$ cat src/rtl/branch_resolve_ctrl_if.sv
// Decode/execute-side port bundle for branch_resolve_ctrl.
// The slave modport is the controller; the master modport is the pipeline driving it.
interface branch_resolve_ctrl_if #(parameter int AW = 32);
  logic          stall;
  logic          dec_branch;
  logic          dec_pred;
  logic [AW-1:0] dec_target;
  logic [AW-1:0] dec_pc4;
  logic          ex_valid;
  logic          ex_taken;
  logic          full;
  logic          bpu_branch;
  logic          bpu_miss;
  logic          flush;
  logic [AW-1:0] redirect_pc;

  modport slave (
    input  stall, dec_branch, dec_pred, dec_target, dec_pc4, ex_valid, ex_taken,
    output full, bpu_branch, bpu_miss, flush, redirect_pc
  );

  modport master (
    output stall, dec_branch, dec_pred, dec_target, dec_pc4, ex_valid, ex_taken,
    input  full, bpu_branch, bpu_miss, flush, redirect_pc
  );
endinterface

$ cat src/rtl/branch_resolve_ctrl.sv
// In-order branch resolution queue: tracks predicted branches, resolves the oldest, flushes on mispredict.
// Optional resolve/mispredict counters are built when BRC_STATS_EN is defined.
module branch_resolve_ctrl #(
  parameter int DEPTH = 4,
  parameter int AW    = 32
) (
  input  logic clk,
  input  logic rst,
  branch_resolve_ctrl_if.slave bus
`ifdef BRC_STATS_EN
  ,
  output logic [15:0] stat_branches,
  output logic [15:0] stat_misses
`endif
);
  localparam int PW = (DEPTH > 1) ? $clog2(DEPTH) : 1;

  typedef struct packed {
    logic          pred;
    logic [AW-1:0] target;
    logic [AW-1:0] pc4;
  } entry_t;

  entry_t        mem_q [DEPTH];
  entry_t        head, wr_entry;
  logic [PW-1:0] rd_ptr_q, rd_ptr_d, wr_ptr_q, wr_ptr_d;
  logic [PW:0]   count_q, count_d;
  logic          bpu_branch_q, bpu_branch_d;
  logic          bpu_miss_q, bpu_miss_d;
  logic          flush_q, flush_d;
  logic [AW-1:0] redirect_pc_q, redirect_pc_d;
  logic          full, resolve, mispredict_now, enq;

  always_comb begin
    head           = mem_q[rd_ptr_q];
    full           = (count_q == (PW+1)'(DEPTH));
    resolve        = bus.ex_valid & ~bus.stall & (count_q != '0);
    mispredict_now = resolve & (bus.ex_taken != head.pred);
    // a branch decoded alongside a mispredict is on the wrong path
    enq            = bus.dec_branch & ~bus.stall & ~full & ~mispredict_now;
    wr_entry       = '{pred: bus.dec_pred, target: bus.dec_target, pc4: bus.dec_pc4};
  end

  always_comb begin
    rd_ptr_d      = rd_ptr_q;
    wr_ptr_d      = wr_ptr_q;
    count_d       = count_q;
    bpu_branch_d  = resolve;
    bpu_miss_d    = mispredict_now;
    flush_d       = mispredict_now;
    redirect_pc_d = redirect_pc_q;
    if (mispredict_now) begin
      count_d       = '0;
      rd_ptr_d      = wr_ptr_q;
      redirect_pc_d = bus.ex_taken ? head.target : head.pc4;
    end else begin
      if (enq)     wr_ptr_d = wr_ptr_q + 1'b1;
      if (resolve) rd_ptr_d = rd_ptr_q + 1'b1;
      case ({enq, resolve})
        2'b10:   count_d = count_q + 1'b1;
        2'b01:   count_d = count_q - 1'b1;
        default: count_d = count_q;
      endcase
    end
  end

  always_ff @(posedge clk or posedge rst) begin
    if (rst) begin
      rd_ptr_q      <= '0;
      wr_ptr_q      <= '0;
      count_q       <= '0;
      bpu_branch_q  <= 1'b0;
      bpu_miss_q    <= 1'b0;
      flush_q       <= 1'b0;
      redirect_pc_q <= '0;
    end else begin
      rd_ptr_q      <= rd_ptr_d;
      wr_ptr_q      <= wr_ptr_d;
      count_q       <= count_d;
      bpu_branch_q  <= bpu_branch_d;
      bpu_miss_q    <= bpu_miss_d;
      flush_q       <= flush_d;
      redirect_pc_q <= redirect_pc_d;
    end
  end

  // payload is qualified by count, so it carries no reset
  always_ff @(posedge clk) begin
    if (enq) mem_q[wr_ptr_q] <= wr_entry;
  end

  assign bus.full        = full;
  assign bus.bpu_branch  = bpu_branch_q;
  assign bus.bpu_miss    = bpu_miss_q;
  assign bus.flush       = flush_q;
  assign bus.redirect_pc = redirect_pc_q;

`ifdef BRC_STATS_EN
  logic [15:0] stat_branches_q, stat_branches_d;
  logic [15:0] stat_misses_q, stat_misses_d;

  always_comb begin
    stat_branches_d = stat_branches_q;
    stat_misses_d   = stat_misses_q;
    if (resolve && stat_branches_q != 16'hFFFF)      stat_branches_d = stat_branches_q + 16'd1;
    if (mispredict_now && stat_misses_q != 16'hFFFF) stat_misses_d   = stat_misses_q + 16'd1;
  end

  always_ff @(posedge clk or posedge rst) begin
    if (rst) begin
      stat_branches_q <= '0;
      stat_misses_q   <= '0;
    end else begin
      stat_branches_q <= stat_branches_d;
      stat_misses_q   <= stat_misses_d;
    end
  end

  assign stat_branches = stat_branches_q;
  assign stat_misses   = stat_misses_q;
`endif
endmodule

$ cat src/flat_wrapper.sv
// flat-port wrapper written by rule: the top's interface ports become plain ports
module branch_resolve_ctrl_flat 
#(
  parameter int DEPTH = 4,
  parameter int AW    = 32
)
  (clk, rst, bus_stall, bus_dec_branch, bus_dec_pred, bus_dec_target, bus_dec_pc4, bus_ex_valid, bus_ex_taken, bus_full, bus_bpu_branch, bus_bpu_miss, bus_flush, bus_redirect_pc);
  branch_resolve_ctrl_if #(.AW(AW)) bus_i ();
  input  logic clk;
  input  logic rst;
  input wire logic [$bits(bus_i.stall)-1:0] bus_stall;
  input wire logic [$bits(bus_i.dec_branch)-1:0] bus_dec_branch;
  input wire logic [$bits(bus_i.dec_pred)-1:0] bus_dec_pred;
  input wire logic [$bits(bus_i.dec_target)-1:0] bus_dec_target;
  input wire logic [$bits(bus_i.dec_pc4)-1:0] bus_dec_pc4;
  input wire logic [$bits(bus_i.ex_valid)-1:0] bus_ex_valid;
  input wire logic [$bits(bus_i.ex_taken)-1:0] bus_ex_taken;
  output wire logic [$bits(bus_i.full)-1:0] bus_full;
  output wire logic [$bits(bus_i.bpu_branch)-1:0] bus_bpu_branch;
  output wire logic [$bits(bus_i.bpu_miss)-1:0] bus_bpu_miss;
  output wire logic [$bits(bus_i.flush)-1:0] bus_flush;
  output wire logic [$bits(bus_i.redirect_pc)-1:0] bus_redirect_pc;
  assign bus_i.stall = bus_stall;
  assign bus_i.dec_branch = bus_dec_branch;
  assign bus_i.dec_pred = bus_dec_pred;
  assign bus_i.dec_target = bus_dec_target;
  assign bus_i.dec_pc4 = bus_dec_pc4;
  assign bus_i.ex_valid = bus_ex_valid;
  assign bus_i.ex_taken = bus_ex_taken;
  assign bus_full = bus_i.full;
  assign bus_bpu_branch = bus_i.bpu_branch;
  assign bus_bpu_miss = bus_i.bpu_miss;
  assign bus_flush = bus_i.flush;
  assign bus_redirect_pc = bus_i.redirect_pc;
  branch_resolve_ctrl #(.DEPTH(DEPTH), .AW(AW)) u_core (.clk(clk), .rst(rst), .bus(bus_i));
endmodule
$ cat config.mk
export PLATFORM = sky130hd
export DESIGN_NAME = branch_resolve_ctrl_flat
export DESIGN_NICKNAME = d
export VERILOG_FILES = /design/src/rtl/branch_resolve_ctrl_if.sv /design/src/rtl/branch_resolve_ctrl.sv /design/src/flat_wrapper.sv
export SDC_FILE = /design/constraint.sdc
export NUM_CORES = 1
export LEC_CHECK = 0
export ABC_AREA = 1
export BUFFER_PORTS_ARGS = -buffer_cell sky130_fd_sc_hd__buf_2
export CORE_MARGIN = 2
export CORE_UTILIZATION = 63
export DETAILED_ROUTE_END_ITERATION = 16
export PLACE_DENSITY = 0.85
export SLEW_MARGIN = 20
export SYNTH_ARGS = -nofsm -noshare
export SYNTH_HDL_FRONTEND = slang
export SYNTH_SLANG_ARGS = --single-unit
$ cat constraint.sdc
create_clock -name clk -period 10.1 [get_ports clk]
set_clock_uncertainty 0.15 [all_clocks]
set_input_delay 0.505 -clock clk [delete_from_list [all_inputs] [get_ports clk]]
set_output_delay 0.505 -clock clk [all_outputs]
set_load 0.02 [all_outputs]
-- After elaboration in Yosys (flattened, before gate mapping)
Memory sizes are Yosys's and may differ from the RTL's.
Cells that the tools add are included.
- RAM bits: 260
- register bits after elaboration: 41
- input bits: 71
- bits in latches: 0
- word-level logic and storage cells: 35
- memory bits (read-only): 0
- memories kept: 1
- bitwise logic cells: 9
- $mul: 0
- div/mod/pow operators: 0
- muxes and demuxes: 7
- equal/unequal tests: 4
- reduce and logical (&&, ||, !) cells: 4
- magnitude comparators: 0
- shifts and indexed selects: 0
- $add $sub $neg: 4
- memories (memory ; depth ; width ; rd ports ; clocked after Yosys merged registers in ; write ports ; line ; text):
    u_core.mem_q ; 4 ; 65 ; 1 ; 0 ; 1 ; branch_resolve_ctrl.sv:24 ; entry_t mem_q [DEPTH];
- operators by type and width (kind ; number):
    $mux 32 ; 1
    $and 1x1->1 ; 6
    $pmux 3 s2 ; 1
    $reduce_bool 3->1 ; 2
    $add 2x1->2 const B ; 2
    $mux 2 ; 2
    $add 3x1->3 const B ; 1
    $eq 3x3->1 const B ; 1
    $mux 3 ; 1
    $not 1->1 ; 3
    $sub 3x1->3 const B ; 1
    $eq 2x1->1 const B ; 1
    $eq 2x2->1 const B ; 1
    $mux 1 ; 2
    $reduce_and 2->1 ; 1
    $reduce_bool 2->1 ; 1
    $ne 1x1->1 ; 1

-- Logic depth before layout (Yosys ltp)
- depth after elaboration: 9
- depth in mapped cells: 17
- depth with buffers taken out: 14

-- Least setup slack after synthesis
Ideal clock, no wire load.
- kind: reg2reg
- from: register u_core.rd_ptr_q[0]
- to: memory u_core.mem_q[0][0] (netlist bit), enable pin
- data arrival time: 3.968 ns
- required time: 9.462 ns
- path slack: 5.494 ns
- stages on the path, launching flop included: 11
- path buffers: 3
- cells stage by stage: dfrtp_1 -> buf_6 -> buf_6 -> inv_4 -> nand2_1 -> nand3_2 -> nand3_2 -> nand3_4 -> buf_6 -> nand2_4 -> nor2_1
- word-level cells in the longest chain between the ends: 7
- RTL lines (item ; line ; text):
    start: declaration ; branch_resolve_ctrl.sv:26 ; logic [PW-1:0] rd_ptr_q, rd_ptr_d, wr_ptr_q, wr_ptr_d;
    start signal: assignment ; branch_resolve_ctrl.sv:77 ; rd_ptr_q <= rd_ptr_d;
    $mem_v2 4x65 ; n/a ;
    $ne 1x1->1 ; branch_resolve_ctrl.sv:38 ; mispredict_now = resolve & (bus.ex_taken != head.pred);
    $and 1x1->1 ; branch_resolve_ctrl.sv:38 ;
    $not 1->1 ; branch_resolve_ctrl.sv:40 ; enq = bus.dec_branch & ~bus.stall & ~full & ~mispredict_now;
    $and 1x1->1 ; branch_resolve_ctrl.sv:40 ;
    $mux 1 ; branch_resolve_ctrl.sv:89 ; if (enq) mem_q[wr_ptr_q] <= wr_entry;
    $mux 1 (implied by the code) ; branch_resolve_ctrl.sv:89 ;
    end: declaration ; branch_resolve_ctrl.sv:24 ;
No other way between the ends.

-- Final worst setup path
- from: register u_core.rd_ptr_q[0]
- to: memory u_core.mem_q[1][37] (netlist bit), enable pin
Same word-level chain as after synthesis.

==> flow_summary.yaml <==
grt:
  grt_overflow: 0
  grt_use_total_pct: 25.6
  antenna_found_initial: 1
  grt_pass1_wl_um: 39400
  grt_pass1_vias: 7171
  grt_max_degree: 124
synth:
  synth_nets: 1020
  synth_edf_count: 260
  syn-cell-area_um2: 11800
  avgSynthCellArea_um2: 12.5
  yosys_warnings: 0
  yosysUniqueCellTypes: 27
  synth_ff_type: "edfxtp_1"
  synthArstFlopShare_pct: 13.6
  synth_cells: 943
  seq_area_frac_synth_pct: 74.8
  synth-seq-cells: 301
cts:
  htree_levels: 1
  clk_latency_ps: 530
  cts_root_buffer: "clkbuf_16"
  cts_buffer_depth: 3
  cts_setup_buffers: 0
  cts_tree: "yes"
  cts_buffers: 29
  clock-sinks: 301
  cts.reportedPaths.clkPinSlew_ps: 60
layout:
  seq_area_um2: 8840
  drive_above_1_share_pct: 17.0
  diodes: 0
  utilization_pct: 72.2
  area_growth_pct: 13.3
  multi_input_area_um2: 2620
  fill_cells: 1123
  nets: 1110
detailed_routing:
  via_per_inst: 5.99
  num_vias: 7719
  post_drt_wl_per_cell_um: 19.7
  drc: 0
  dr.pass1.iters: 5
  drt_iter0_drc: 957
  wl_um: 25400
  ant_nets: 0
timing:
  finalSetupTns_ps: 0
  tightest_slew_ps: 989
  hold_slack_ps: 34.9
  finalCritPeriodShare_pct: 45.5
  setup_ws_ps: 5500
  max_freq_ghz: 0.217
  slew_viol_final: 0
  finalWorstPathRequiredPeriod_ps: 4600
  rsz0062_at_grt: "no"
  finalHoldViolations: 0
  setup_viol: 0
  maxSlewHeadroom_pct: 34.1
floorplan:
  core_um2: 18500
  num_io_pins: 107
  initial_utilization_pct: 63.7
  die-height_um: 141
  dieWidth_um: 141
  die_area_um2: 19800
  rows: 50
status:
  status: "completed"
critical_path:
  endpoint_kind: "flop"
  crit_required_ps: 10120
  start_kind: "flop"
  crit_type: "flop to flop"
  cp_max_fo: 82
  worstPathArrival_ps: 4620
place:
  numPortBuffers: 106
  place_ws_ps: 5590
  place_congestion: 0.831
  hpwl_um: 14500
power_and_ir_drop:
  leakagePower_uw: 0.00509
  peakVddDrop_v: 0.000165
  power_density_nw_per_um2: 279
hold_path:
  hp-class: "primary input to flop"
flow_run:
  drv_cap: 0
## power by group
group	leakage [uW]	internal, uW	total (uW)	switching (uW)
clock	0.000455	609	1050	438
sequential	0.00287	1540	1630	95.4
combinational	0.00177	308	1050	746
## per-layer routing
layer	wire, um	global-route usage [%]
met5	13	0
met1	10200	37.6
met2	12100	40.2
met3	2590	5.13
met4	507	6.74
## cell usage in the layout (no fill, tap or decap), types with 2 or more instances in the layout
master	instances
a21oi_1	3
nor2_4	4
inv_4	2
clkinv_2	7
inv_1	13
clkbuf_1	7
edfxtp_1	260
nor2_1	131
nand2_1	213
bufinv_16	2
dfrtp_1	39
clkbuf_16	29
o22ai_1	62
buf_2	106
clkbuf_8	4
o21ai_0	130
nand3_2	3
ha_1	5
buf_4	9
nand3_1	7
clkinvlp_4	3
## repair_timing
| action | 4_1_cts | 5_1_grt |
|---|---|---|
| endpoints found under the setup margin | 0 | 0 |
| gates resized for setup | 0 | 0 |
| endpoints found under the hold margin | 41 | 0 |
| hold buffers | 1 | 0 |
## worst max-delay path, cell delays in order, from the launching register on
cell and delay [ps]:
dfrtp_4 760, buf_4 680, nand2_1 160, nand3_2 140
nand3_2 150, nand3_4 490, nand2_4 220, nor2_4 800
buf_4 610
## synthesized netlist by cell type, types with 2 or more instances
library cell	n	area, um^2
a21oi_1	3	15.0
o21ai_0	130	651
buf_1	3	11.3
buf_2	13	65.1
ha_1	5	62.6
nand2_1	213	800
nor2_1	135	507
dfrtp_1	41	1030
o22ai_1	62	388
buf_4	4	30.0
inv_1	14	52.6
inv_4	2	12.5
edfxtp_1	260	7810
buf_6	9	101
clkbuf_1	29	109
nand3_1	7	35.0
nand3_2	3	30.0
## sequential cells by signal (all words and copies together), names as in the netlist
| signal | cells |
|---|---|
| u_core.count_q | 3 |
| u_core.bus.bpu_branch | 1 |
| u_core.rd_ptr_q | 2 |
| u_core.wr_ptr_q | 2 |
| u_core.bus.redirect_pc | 32 |
| u_core.mem_q | 260 |
| u_core.bus.bpu_miss | 1 |
## per-stage QoR
step           cells  total power [uW]  instance area, um^2
3_5_place_dp    1235              2680                12400
6_report        1289              3730                13400
4_1_cts         1289              3730                13400
3_3_place_gp    1235              2630                12400
2_1_floorplan    943              2400                11800
5_1_grt         1289              3920                13400
## final timing paths
path	startpoint	end	slack, ps	cells past startpoint
max	u_core.rd_ptr_q[0]	u_core.mem_q[1][37]	5500	8
min	bus_dec_target[13]	u_core.mem_q[1][45]	30	1
max reg2reg	u_core.rd_ptr_q[0]	u_core.mem_q[1][37]	5500	8
min reg2reg	u_core.bus.redirect_pc[26]	u_core.bus.redirect_pc[26]	330	2
max in group asynchronous	rst	u_core.rd_ptr_q[1]	8860	4
min in group asynchronous	rst	u_core.bus.redirect_pc[17]	480	4
## area by class of cell
type | count | area share (%)
inverters | 16 | 0.487
clock buffers | 40 | 6.04
multi-input cells | 568 | 19.6
clock inverters | 13 | 0.945
well taps | 234 | 2.19
flip-flops and latches | 301 | 66.1
repair buffers | 117 | 4.63
## cell families (layout without fill, tap and decap cells)
| family | count (synthesis) | in the layout | synth area share (%) |
|---|---|---|---|
| AOI/OAI and AO/OA | 195 | 195 | 8.93 |
| xor gates and xnor gates | 1 | 1 | 0.0742 |
| adders and majority gates | 6 | 6 | 0.700 |
| buffers and inverters | 74 | 186 | 3.23 |
| DFF | 301 | 301 | 74.8 |
| muxes | 1 | 1 | 0.0954 |
| and+or+nand+nor | 365 | 365 | 12.1 |
No activity file was read; power rests on OpenSTA's default activity.
